## src/rtl/serial_alu_4bit.sv

```systemverilog
// rtl/serial_alu_4bit.sv - bit-serial ALU computing one result bit per cycle, LSB first
// Handshaked request/result interface; result and flags are held until consumed.
module serial_alu_4bit #(
  parameter int WIDTH = 4
) (
  input  logic             clk,
  input  logic             rst_n,
  input  logic             in_valid,
  output logic             in_ready,
  input  logic [2:0]       op,
  input  logic [WIDTH-1:0] a,
  input  logic [WIDTH-1:0] b,
  output logic             out_valid,
  input  logic             out_ready,
  output logic [WIDTH-1:0] result,
  output logic             carry_out,
  output logic             zero
);

  localparam int CW = (WIDTH > 1) ? $clog2(WIDTH) : 1;
  localparam logic [CW-1:0] LAST = CW'(WIDTH - 1);

  typedef enum logic [1:0] {IDLE, EXEC, DONE} state_e;
  typedef enum logic [2:0] {
    OP_NOT  = 3'b000,
    OP_AND  = 3'b001,
    OP_OR   = 3'b010,
    OP_NAND = 3'b011,
    OP_NOR  = 3'b100,
    OP_XOR  = 3'b101,
    OP_XNOR = 3'b110,
    OP_ADD  = 3'b111
  } op_e;

  state_e           state_q;
  op_e              op_q;
  logic [WIDTH-1:0] a_q, b_q, result_q;
  logic [CW-1:0]    cnt_q;
  logic             carry_q, zero_q, in_ready_q, out_valid_q;

  logic             ai, bi, bit_d, carry_d;
  logic [WIDTH-1:0] result_d;

  always_comb begin
    ai      = a_q[cnt_q];
    bi      = b_q[cnt_q];
    carry_d = (ai & bi) | (ai & carry_q) | (bi & carry_q);
    bit_d   = 1'b0;
    case (op_q)
      OP_NOT:  bit_d = ~ai;
      OP_AND:  bit_d = ai & bi;
      OP_OR:   bit_d = ai | bi;
      OP_NAND: bit_d = ~(ai & bi);
      OP_NOR:  bit_d = ~(ai | bi);
      OP_XOR:  bit_d = ai ^ bi;
      OP_XNOR: bit_d = ~(ai ^ bi);
      OP_ADD:  bit_d = ai ^ bi ^ carry_q;
      default: bit_d = 1'b0;
    endcase
    result_d        = result_q;
    result_d[cnt_q] = bit_d;
  end

  always_ff @(posedge clk or negedge rst_n) begin
    if (!rst_n) begin
      state_q     <= IDLE;
      op_q        <= OP_NOT;
      a_q         <= '0;
      b_q         <= '0;
      result_q    <= '0;
      cnt_q       <= '0;
      carry_q     <= 1'b0;
      zero_q      <= 1'b0;
      in_ready_q  <= 1'b1;
      out_valid_q <= 1'b0;
    end else begin
      case (state_q)
        IDLE: begin
          if (in_valid) begin
            op_q       <= op_e'(op);
            a_q        <= a;
            b_q        <= b;
            result_q   <= '0;
            cnt_q      <= '0;
            carry_q    <= 1'b0;
            zero_q     <= 1'b0;
            in_ready_q <= 1'b0;
            state_q    <= EXEC;
          end
        end
        EXEC: begin
          result_q <= result_d;
          // Carry only ever moves for ADD, so carry_out reads 0 for logical ops.
          carry_q  <= (op_q == OP_ADD) ? carry_d : 1'b0;
          cnt_q    <= cnt_q + 1'b1;
          if (cnt_q == LAST) begin
            zero_q      <= (result_d == '0);
            out_valid_q <= 1'b1;
            state_q     <= DONE;
          end
        end
        DONE: begin
          if (out_ready) begin
            out_valid_q <= 1'b0;
            in_ready_q  <= 1'b1;
            state_q     <= IDLE;
          end
        end
        default: begin
          out_valid_q <= 1'b0;
          in_ready_q  <= 1'b1;
          state_q     <= IDLE;
        end
      endcase
    end
  end

  assign in_ready  = in_ready_q;
  assign out_valid = out_valid_q;
  assign result    = result_q;
  assign carry_out = carry_q;
  assign zero      = zero_q;

endmodule

```

## config.mk

```make
export PLATFORM = sky130hd
export DESIGN_NAME = serial_alu_4bit
export DESIGN_NICKNAME = d
export VERILOG_FILES = /design/src/rtl/serial_alu_4bit.sv
export SDC_FILE = /design/constraint.sdc
export NUM_CORES = 1
export LEC_CHECK = 0
export ABC_AREA = 1
export BUFFER_PORTS_ARGS = -buffer_cell sky130_fd_sc_hd__buf_4
export CORE_MARGIN = 1.5
export CORE_UTILIZATION = 54
export CTS_BUF_LIST = sky130_fd_sc_hd__clkbuf_16
export DETAILED_ROUTE_END_ITERATION = 12
export PLACE_DENSITY = 0.88
export SLEW_MARGIN = 20
export SYNTH_ARGS = -nofsm -noshare
export SYNTH_HDL_FRONTEND = slang
export SYNTH_SLANG_ARGS = --single-unit
export TNS_END_PERCENT = 1
```

## constraint.sdc

```tcl
create_clock -name clk -period 2.99 [get_ports clk]
set_clock_uncertainty 0.15 [all_clocks]
set_input_delay 0 -clock clk [delete_from_list [all_inputs] [get_ports clk]]
set_output_delay 0 -clock clk [all_outputs]
set_load 0.01 [all_outputs]
```

==> results.sh, run 1 <==
export IMPL_routabilityCongestion=0.892
export IMPL_drive_gt1_frac=0.223
export IMPL_num_vias=1184
export IMPL_grt_pass1_vias=1121
export IMPL_critPathArrivalTime_ns=2.46
export IMPL_hold_ws_ns=0.00700
export IMPL_fin_cells=212
export IMPL_seq_area_frac_synth=0.473
export IMPL_clk_latency_ns=0.26
export IMPL_start_kind="flop"
export IMPL_final_hold_viol_count=0
export IMPL_port_buffers=22
export IMPL_hp_start="in_valid"
export IMPL_wl_per_cell_um=13.9
export IMPL_cellPowerDensity_mw_per_mm2=1090
export IMPL_htreeDepth=1
export IMPL_grt_pass1_wl_um=5000
export IMPL_setup_viol=0
export IMPL_finalInstanceArea_mm2=0.00163
export IMPL_dp_hpwl_um=1850
export IMPL_first_iter_violations=35
export IMPL_area_growth_pct=33.5
export IMPL_worstHoldPathType="input pin to flop"
export IMPL_maxSlewHeadroom=0.757
export IMPL_drt_pass1_iter_count=4
export IMPL_crit_top_cell="nand2_1"
export IMPL_dpl_cell_area_mm2=0.00142
export IMPL_initial_core_util=0.562
export IMPL_grt_usage=0.266
export IMPL_clock_sinks=23
export IMPL_ys_seq_elements=23
export IMPL_antenna_found_initial=0
export IMPL_dp_cells=195
export IMPL_drt_wl_total_um=2960
export IMPL_irDropWorstVdd_uv=660
export IMPL_final_antenna_net_count=0
export IMPL_clk_path_buf_depth=2
export IMPL_drv_slew=0
export IMPL_synth_warnings=0
export IMPL_synth_area_per_cell_um2=8.35
export IMPL_synthesis_nets=168
export IMPL_grt_max_degree=24
export IMPL_synth_edf_count=0
export IMPL_pre_cts_slack_ns=0.692
export IMPL_fmax_mhz=405
export IMPL_rr_startpoint="cnt_q[0]"
export IMPL_cts_made_buffers=3
export IMPL_core_area_mm2=0.00217
export IMPL_drv_cap=0
export IMPL_yosysTopAreaCell="dfrtp_1"
export IMPL_ctsResizeCount=0
export IMPL_critical_path_class="flop to flop"
export IMPL_crit_chain="inv_2 -> nand2_1 -> a32oi_1 -> fa_1 -> nand2_1 -> nand2_1 -> nor2_4 -> nand4_1 -> o211ai_1 -> nand2_1"
export IMPL_die_area_mm2=0.00255
export IMPL_yosys_top_cells_area="dfrtp_1, nand2_1, ha_1, nand3_1, inv_1"
export IMPL_p_leak_nw=0.857
export IMPL_critPathRequiredTime_ns=2.98
export IMPL_synth_top_area_frac=0.452
export IMPL_syn_instance_count=146
export IMPL_post_route_min_period_ns=2.47
export IMPL_ys_flop_type="dfrtp_1"
export IMPL_synth_area_mm2=0.00122
export IMPL_routed_via_density=5.58
export IMPL_synth_most_common_cell="nand2_1"
export IMPL_cts_root_buf="clkbuf_16"
export IMPL_fp_dieH_um=50.5
export IMPL_postCtsSetupBuffers=0
export IMPL_gr_total_overflow=0
export IMPL_tritoncts="done"
export IMPL_synth_distinct_cells=26
export IMPL_worstMarginPinSlew_ns=0.365
export IMPL_fin_crit_sh=0.825
export IMPL_crit_slowest_cell="fa_1"
export IMPL_rsz0062_at_grt="false"
export IMPL_cp_max_fo=9
export IMPL_drc=0
export IMPL_path_clk_slew_ns=0.06
export IMPL_startpoint="cnt_q[0]"
export IMPL_yosys_top_cells_count="nand2_1, dfrtp_1, inv_1, nand3_1, ha_1"
export IMPL_ctsHoldBuffers=13
export IMPL_status="completed"
export IMPL_rows=17
export IMPL_nNetsFinal=207
export IMPL_dieWidth_um=50.5
export IMPL_cp_slowest_stage_delay_ns=0.49
export IMPL_worst_slack_ns=0.522
export IMPL_cp_end_kind="flop"
export IMPL_ios=23
export IMPL_antenna_cells=0
export IMPL_synthArstFlopShare=1.00
export IMPL_fin_tns_setup_ns=0
-- per-layer routing --
metal | vias up | wire (um) | track usage
li1 | 553 | - | -
met3 | 13 | 166 | 0.0625
met1 | 573 | 1180 | 0.309
met5 | - | 0 | 0
met2 | 45 | 1540 | 0.454
met4 | 0 | 73 | 0.144
-- state kept, by name, indices dropped and copies added, names as in the netlist --
register / count
cnt_q: 2
result: 4
a_q: 4
carry_out: 1
op_q: 3
state_q: 2
zero: 1
b_q: 4
out_valid: 1
in_ready: 1
-- placed cells by master, fill, tap and decap left out, types with 2 or more instances in the layout --
| cell type | synthesis | layout |
|---|---|---|
| nand2_1 | 56 | 56 |
| buf_4 | 0 | 23 |
| dfrtp_1 | 22 | 22 |
| dlygate4sd3_1 | 0 | 13 |
| nand3_1 | 10 | 10 |
| inv_1 | 10 | 10 |
| ha_1 | 6 | 6 |
| nor2_1 | 5 | 5 |
| nand4_1 | 5 | 5 |
| o21ai_0 | 5 | 5 |
| inv_2 | 3 | 3 |
| nor2_2 | 3 | 3 |
| clkbuf_16 | 0 | 3 |
| nand2_2 | 2 | 2 |
| or2_2 | 2 | 2 |
| o211ai_1 | 2 | 2 |
| o21ai_1 | 2 | 2 |
-- power breakdown --
part,total (mW),internal [mW],switching [mW]
Sequential,0.589,0.458,0.130
Combinational,0.900,0.367,0.532
Clock,0.289,0.180,0.109
-- worst max-delay path, delay by kind of cell (launching register included) --
kind,cells,cell delay [ns]
fa+ha+maj,1,0.49
compound gates,2,0.46
flops,1,0.48
buf+inv,1,0.16
simple gates,6,0.61
-- final timing paths --
| check | slack [ns] | end | cells past startpoint |
|---|---|---|---|
| setup / recovery | 0.52 | result[1] | 10 |
| min in group asynchronous | 0.02 | result[2] | 2 |
| max in group asynchronous | 2.39 | in_ready | 2 |
| hold / removal | 0.007 | state_q[0] | 4 |
| setup reg to reg | 0.52 | result[1] | 10 |
| hold reg to reg | 0.34 | a_q[1] | 2 |
-- area by class of cell --
| cell class | count | area (um2) |
|---|---|---|
| sequential | 23 | 577 |
| clock inverter | 1 | 5.00 |
| timing repair buffer | 36 | 303 |
| multi-input combinational | 107 | 566 |
| clock buffer | 3 | 75.1 |
| inverter | 14 | 66.3 |
| fill | 152 | 543 |
| tap | 28 | 35.0 |
-- cell families (layout without fill, tap and decap cells) --
group | count (synthesis) | after routing | synth area share
adder cells (fa/ha/maj) | 7 | 7 | 0.0780
buffers and inverters | 16 | 54 | 0.0626
AO/OA/AOI/OAI | 14 | 14 | 0.0739
flip-flops | 23 | 23 | 0.473
AND/OR/NAND/NOR | 86 | 86 | 0.312
-- through the flow --
step            util  total power, mW
2_1_floorplan      -             1.18
3_3_place_gp   0.653             1.38
3_5_place_dp   0.653             1.42
4_1_cts        0.750             1.74
5_1_grt        0.750             1.91
6_report       0.750             1.78
Power figures use the tool's default switching activity.
==> run 2, diff against run 1 <==
- CORE_UTILIZATION: 54 -> 48
- PLACE_DENSITY: 0.88 -> 0.83
- clock period: 2.99 -> 2.1 ns (I/O delays scaled with it)
==> run 2 against run 1 <==
The run now ends with setup timing left. Fmax grew 14%. Critical path depth grew 1. Utilization shrank 5.0 points. Highest routed layer unchanged. Routed wire length grew 1.8%. Sequential power grew 41%. Clock power grew 43%.
==> results.sh, run 2 (synthesis gave the netlist of run 1 again) <==
export IMPL_cts_root_buf="clkbuf_16"
export IMPL_pre_cts_slack_ns=-0.0848
export IMPL_antenna_cells=0
export IMPL_totalPowerFinal_mw=2.71
export IMPL_post_route_min_period_ns=2.17
export IMPL_fmax_mhz=461
export IMPL_clk_latency_ns=0.26
export IMPL_core_area_mm2=0.00243
export IMPL_seq_power_share=0.305
export IMPL_cp_max_fo=5
export IMPL_p_switching_mw=1.17
export IMPL_p_int_mw=1.55
export IMPL_cellPowerDensity_mw_per_mm2=1590
export IMPL_routabilityCongestion=0.841
export IMPL_routed_via_density=5.17
export IMPL_num_vias=1133
export IMPL_dp_hpwl_um=2010
export IMPL_p_leak_nw=0.888
export IMPL_worst_slack_ns=-0.0677
export IMPL_final_hold_viol_count=0
export IMPL_fin_tns_setup_ns=-0.217
export IMPL_failed_checks="setup timing"
export IMPL_grt_pass1_wl_um=4910
export IMPL_grt_max_degree=24
export IMPL_fin_crit_sh=1.03
export IMPL_die_area_mm2=0.00285
export IMPL_critical_path_class="flop to flop"
export IMPL_status="complete, but fails checks"
export IMPL_drv_cap=0
export IMPL_initial_core_util=0.501
export IMPL_wl_per_cell_um=13.7
export IMPL_clk_path_buf_depth=2
export IMPL_maxSlewHeadroom=0.748
export IMPL_setup_viol=5
export IMPL_p_sw_frac=0.430
export IMPL_rsz0062_at_grt="true"
export IMPL_drive_gt1_frac=0.275
export IMPL_worstHoldPathType="input pin to async pin"
export IMPL_ios=23
export IMPL_dieWidth_um=53.4
export IMPL_drc=0
export IMPL_cts_made_buffers=3
export IMPL_rows=18
export IMPL_port_buffers=22
export IMPL_fp_dieH_um=53.4
export IMPL_first_iter_violations=27
export IMPL_path_clk_slew_ns=0.06
export IMPL_p_clk_frac=0.153
export IMPL_worstMarginPinSlew_ns=0.378
export IMPL_tritoncts="done"
export IMPL_fillers=199
export IMPL_crit_slowest_cell="fa_1"
export IMPL_final_common_cell="nand2_1"
export IMPL_antenna_found_initial=0
export IMPL_grt_pass1_vias=1094
export IMPL_drt_pass1_iter_count=4
export IMPL_nNetsFinal=212
export IMPL_gr_total_overflow=0
export IMPL_crit_top_cell="nand2_1"
export IMPL_area_growth_pct=39.7
export IMPL_grt_usage=0.241
export IMPL_cp_end_kind="flop"
export IMPL_mostFrequentLayoutCells="nand2_1, buf_4, dfrtp_1"
export IMPL_irDropWorstVdd_uv=1060
export IMPL_critPathRequiredTime_ns=2.15
export IMPL_drt_wl_total_um=3010
export IMPL_final_antenna_net_count=0
export IMPL_drv_slew=0
export IMPL_crit_chain="bufinv_8 -> a21oi_2 -> a32oi_2 -> fa_1 -> nand2_1 -> nand2_2 -> nor2_4 -> nand4_1 -> nand2_1 -> nand3_1 -> nand2_1"
export IMPL_clock_sinks=23
export IMPL_cp_top_family="simple AND/OR/NAND/NOR gates"
export IMPL_cp_slowest_stage_delay_ns=0.47
export IMPL_critPathArrivalTime_ns=2.21
export IMPL_start_kind="flop"
export IMPL_crit_buf_inv=1
export IMPL_p_comb_frac=0.542
export IMPL_htreeDepth=1
==> run 2: worst register-to-register path, stage by stage (launching register included) <==
cell      delay (ns)
dfrtp_1         0.38
bufinv_8        0.20
a21oi_2         0.04
a32oi_2         0.24
fa_1            0.47
nand2_1         0.10
nand2_2         0.07
nor2_4          0.12
nand4_1         0.09
nand2_1         0.10
nand3_1         0.08
nand2_1         0.06
==> run 2: worst paths after layout <==
check	startpoint	end	slack [ns]	cells past startpoint
max in group asynchronous	rst_n	in_ready	1.50	2
worst max-delay path	cnt_q[1]	zero	-0.07	11
worst max register to register	cnt_q[1]	zero	-0.07	11
worst min-delay path	rst_n	a_q[1]	0.01	2
worst min register to register	a_q[0]	a_q[0]	0.33	2
min in group clk	in_valid	state_q[0]	0.03	4
==> run 2: through the flow <==
step | instances | hold slack [ns] | utilization | instance area [um2]
floorplan | 146 | -0.446 | - | 1230
global placement | 200 | -0.246 | 0.596 | 1450
detailed placement | 200 | -0.241 | 0.596 | 1450
CTS | 219 | 0.0312 | 0.700 | 1700
global route | 219 | 0.0505 | 0.700 | 1700
finish | 219 | 0.0126 | 0.700 | 1700
==> run 2: what timing repair did <==
action	in CTS	in global routing
setup buffers	2	0
hold endpoints to repair	37	0
hold buffers	13	0
gates resized for setup	6	1
pin swaps	8	1
endpoints found under the setup margin	5	5
==> run 2: layout make-up <==
cell class                 instances  area [um2]  area share
tap                               30        37.5      0.0220
clock inverter                     1        3.75     0.00220
sequential                        23         578       0.339
clock buffer                       3        75.1      0.0441
inverter                          14        66.3      0.0389
timing repair buffer              41         340       0.200
multi-input combinational        107         602       0.353
==> run 2: per-layer routing <==
layer / wire length (um) / GRT usage
met5: 0 / 0
met3: 129 / 0.0424
met4: 13 / 0.0513
met2: 1590 / 0.434
met1: 1280 / 0.296
==> run 2: power groups by stage <==
stage	Sequential, mW	Combinational (mW)	Clock, mW
6_report	0.828	1.47	0.414
5_1_grt	0.850	1.62	0.437
4_1_cts	0.821	1.43	0.409
3_5_place_dp	0.824	1.29	0
3_3_place_gp	0.811	1.21	0
2_1_floorplan	0.822	0.874	0
==> run 3, diff against run 2 <==
- CORE_ASPECT_RATIO: default -> 0.6
==> run 3 against run 2 <==
Global-route usage is 3.4 points higher. Fmax down 3.5%. Largest cell class unchanged. The run still ends with setup timing left. Clock power grew 3%. Die area grew 0.36%. Cell count increased by 0.46%. Power is 4.6% higher. Utilization is 6.3 points higher. First-iteration DRC count grew to 4.5 times the previous value.
==> results.sh, run 3 (synthesis gave the netlist of run 1 again) <==
export IMPL_drv_slew=0
export IMPL_dpl_cell_area_mm2=0.00145
export IMPL_maxSlewHeadroom=0.766
export IMPL_drt_wl_total_um=3440
export IMPL_cts_made_buffers=3
export IMPL_rr_startpoint="cnt_q[1]"
export IMPL_final_antenna_net_count=0
export IMPL_fp_dieH_um=42.0
export IMPL_drt_pass1_iter_count=4
export IMPL_routabilityCongestion=0.845
export IMPL_rsz0062_at_grt="true"
export IMPL_core_area_mm2=0.00228
export IMPL_worstReg2RegEnd="zero"
export IMPL_cellPowerDensity_mw_per_mm2=1630
export IMPL_first_iter_violations=122
export IMPL_cts_root_buf="clkbuf_16"
export IMPL_area_growth_pct=42.6
export IMPL_dp_cells=200
export IMPL_nNetsFinal=213
export IMPL_setup_viol=5
export IMPL_path_clk_slew_ns=0.06
export IMPL_cp_max_fo=5
export IMPL_worstHoldPathType="input pin to async pin"
export IMPL_routed_via_density=5.43
export IMPL_worstRegToRegCells=11
export IMPL_failed_checks="setup timing"
export IMPL_totalPowerFinal_mw=2.84
export IMPL_worst_slack_ns=-0.147
export IMPL_fin_tns_setup_ns=-0.390
export IMPL_irDropWorstVdd_uv=796
export IMPL_start_kind="flop"
export IMPL_dieWidth_um=68.1
export IMPL_final_common_cell="nand2_1"
export IMPL_ios=23
export IMPL_wl_per_cell_um=15.6
export IMPL_initial_core_util=0.535
export IMPL_die_area_mm2=0.00286
export IMPL_clk_latency_ns=0.26
export IMPL_status="complete, but fails checks"
export IMPL_antenna_found_initial=0
export IMPL_antenna_cells=0
export IMPL_drive_gt1_frac=0.295
export IMPL_drv_cap=0
export IMPL_htreeDepth=1
export IMPL_clk_path_buf_depth=2
export IMPL_grt_pass1_wl_um=5730
export IMPL_critPathRequiredTime_ns=2.15
export IMPL_pre_cts_slack_ns=-0.121
export IMPL_rows=13
export IMPL_rrSetupSlack_ns=-0.15
export IMPL_cp_end_kind="flop"
export IMPL_dp_hpwl_um=2070
export IMPL_grt_pass1_vias=1199
export IMPL_gr_total_overflow=0
export IMPL_post_route_min_period_ns=2.25
export IMPL_final_hold_viol_count=0
export IMPL_fillers=151
export IMPL_worstMarginPinSlew_ns=0.350
export IMPL_fmax_mhz=445
export IMPL_mostFrequentLayoutCells="nand2_1, buf_4, dfrtp_1"
export IMPL_startpoint="cnt_q[1]"
export IMPL_drc=0
export IMPL_finalInstanceArea_mm2=0.00174
export IMPL_critical_path_class="flop to flop"
export IMPL_grt_max_degree=24
export IMPL_grt_usage=0.275
export IMPL_p_leak_nw=0.892
export IMPL_port_buffers=22
export IMPL_clock_sinks=23
export IMPL_critPathArrivalTime_ns=2.30
export IMPL_fin_crit_sh=1.07
export IMPL_num_vias=1194
export IMPL_tritoncts="done"
export IMPL_fin_cells=220
[run 3: changes by cell type in the layout (fill, tap and decap cells not counted), sizes merged]
| cell | previous run | this run |
|---|---|---|
| buf | 28 | 29 |
| clkinvlp | 0 | 1 |
| inv | 14 | 13 |
[run 3: timing repair]
action	in CTS	in global routing
hold endpoints to repair	37	0
setup buffers	3	0
setup endpoints to repair	5	5
resized for setup	8	5
pin swaps	10	1
hold buffers	13	0
[run 3: stage by stage]
step | utilization | hold WS, ns
finish | 0.763 | 0.0111
global route | 0.763 | 0.0552
CTS | 0.752 | 0.0296
detailed placement | 0.636 | -0.238
global placement | 0.636 | -0.246
floorplan | - | -0.446
[run 3: worst max path at each step]
stage	slack (ns)	to
4_1_cts	-0.08	zero
3_3_place_gp	0.007	zero
2_1_floorplan	0.01	zero
6_report	-0.15	zero
5_1_grt	-0.23	zero
3_5_place_dp	-0.12	zero
[run 3: routing by layer]
metal  share of wire  global-route usage  routed length, um
met3           0.056              0.0726                192
met2            0.50               0.410               1710
met5               0                   0                  0
met4           0.018              0.0960                 61
met1            0.43               0.386               1480
[run 3: layout make-up]
type | count | area [um2] | share of cell area
Inverter | 14 | 68.8 | 0.0396
Clock inverter | 1 | 7.51 | 0.00432
Multi-Input combinational cell | 107 | 623 | 0.359
Clock buffer | 3 | 75.1 | 0.0432
Sequential cell | 23 | 578 | 0.333
Timing Repair Buffer | 42 | 348 | 0.200
Tap cell | 30 | 37.5 | 0.0216
[run 3: critical path, stage by stage (launching register included)]
cell	delay (ns)
dfrtp_1	0.39
bufinv_8	0.22
a21oi_4	0.04
a32oi_4	0.20
fa_1	0.45
nand2_1	0.10
nand2_2	0.09
nor2_4	0.13
nand4_1	0.11
nand2_1	0.12
nand3_1	0.10
nand2_1	0.07
[run 3: power breakdown]
group / switching [mW] / internal, mW / leakage (nW)
clock: 0.168 / 0.259 / 0.0371
combinational: 0.912 / 0.657 / 0.568
sequential: 0.188 / 0.655 / 0.286
total: 1.27 / 1.57 / 0.892
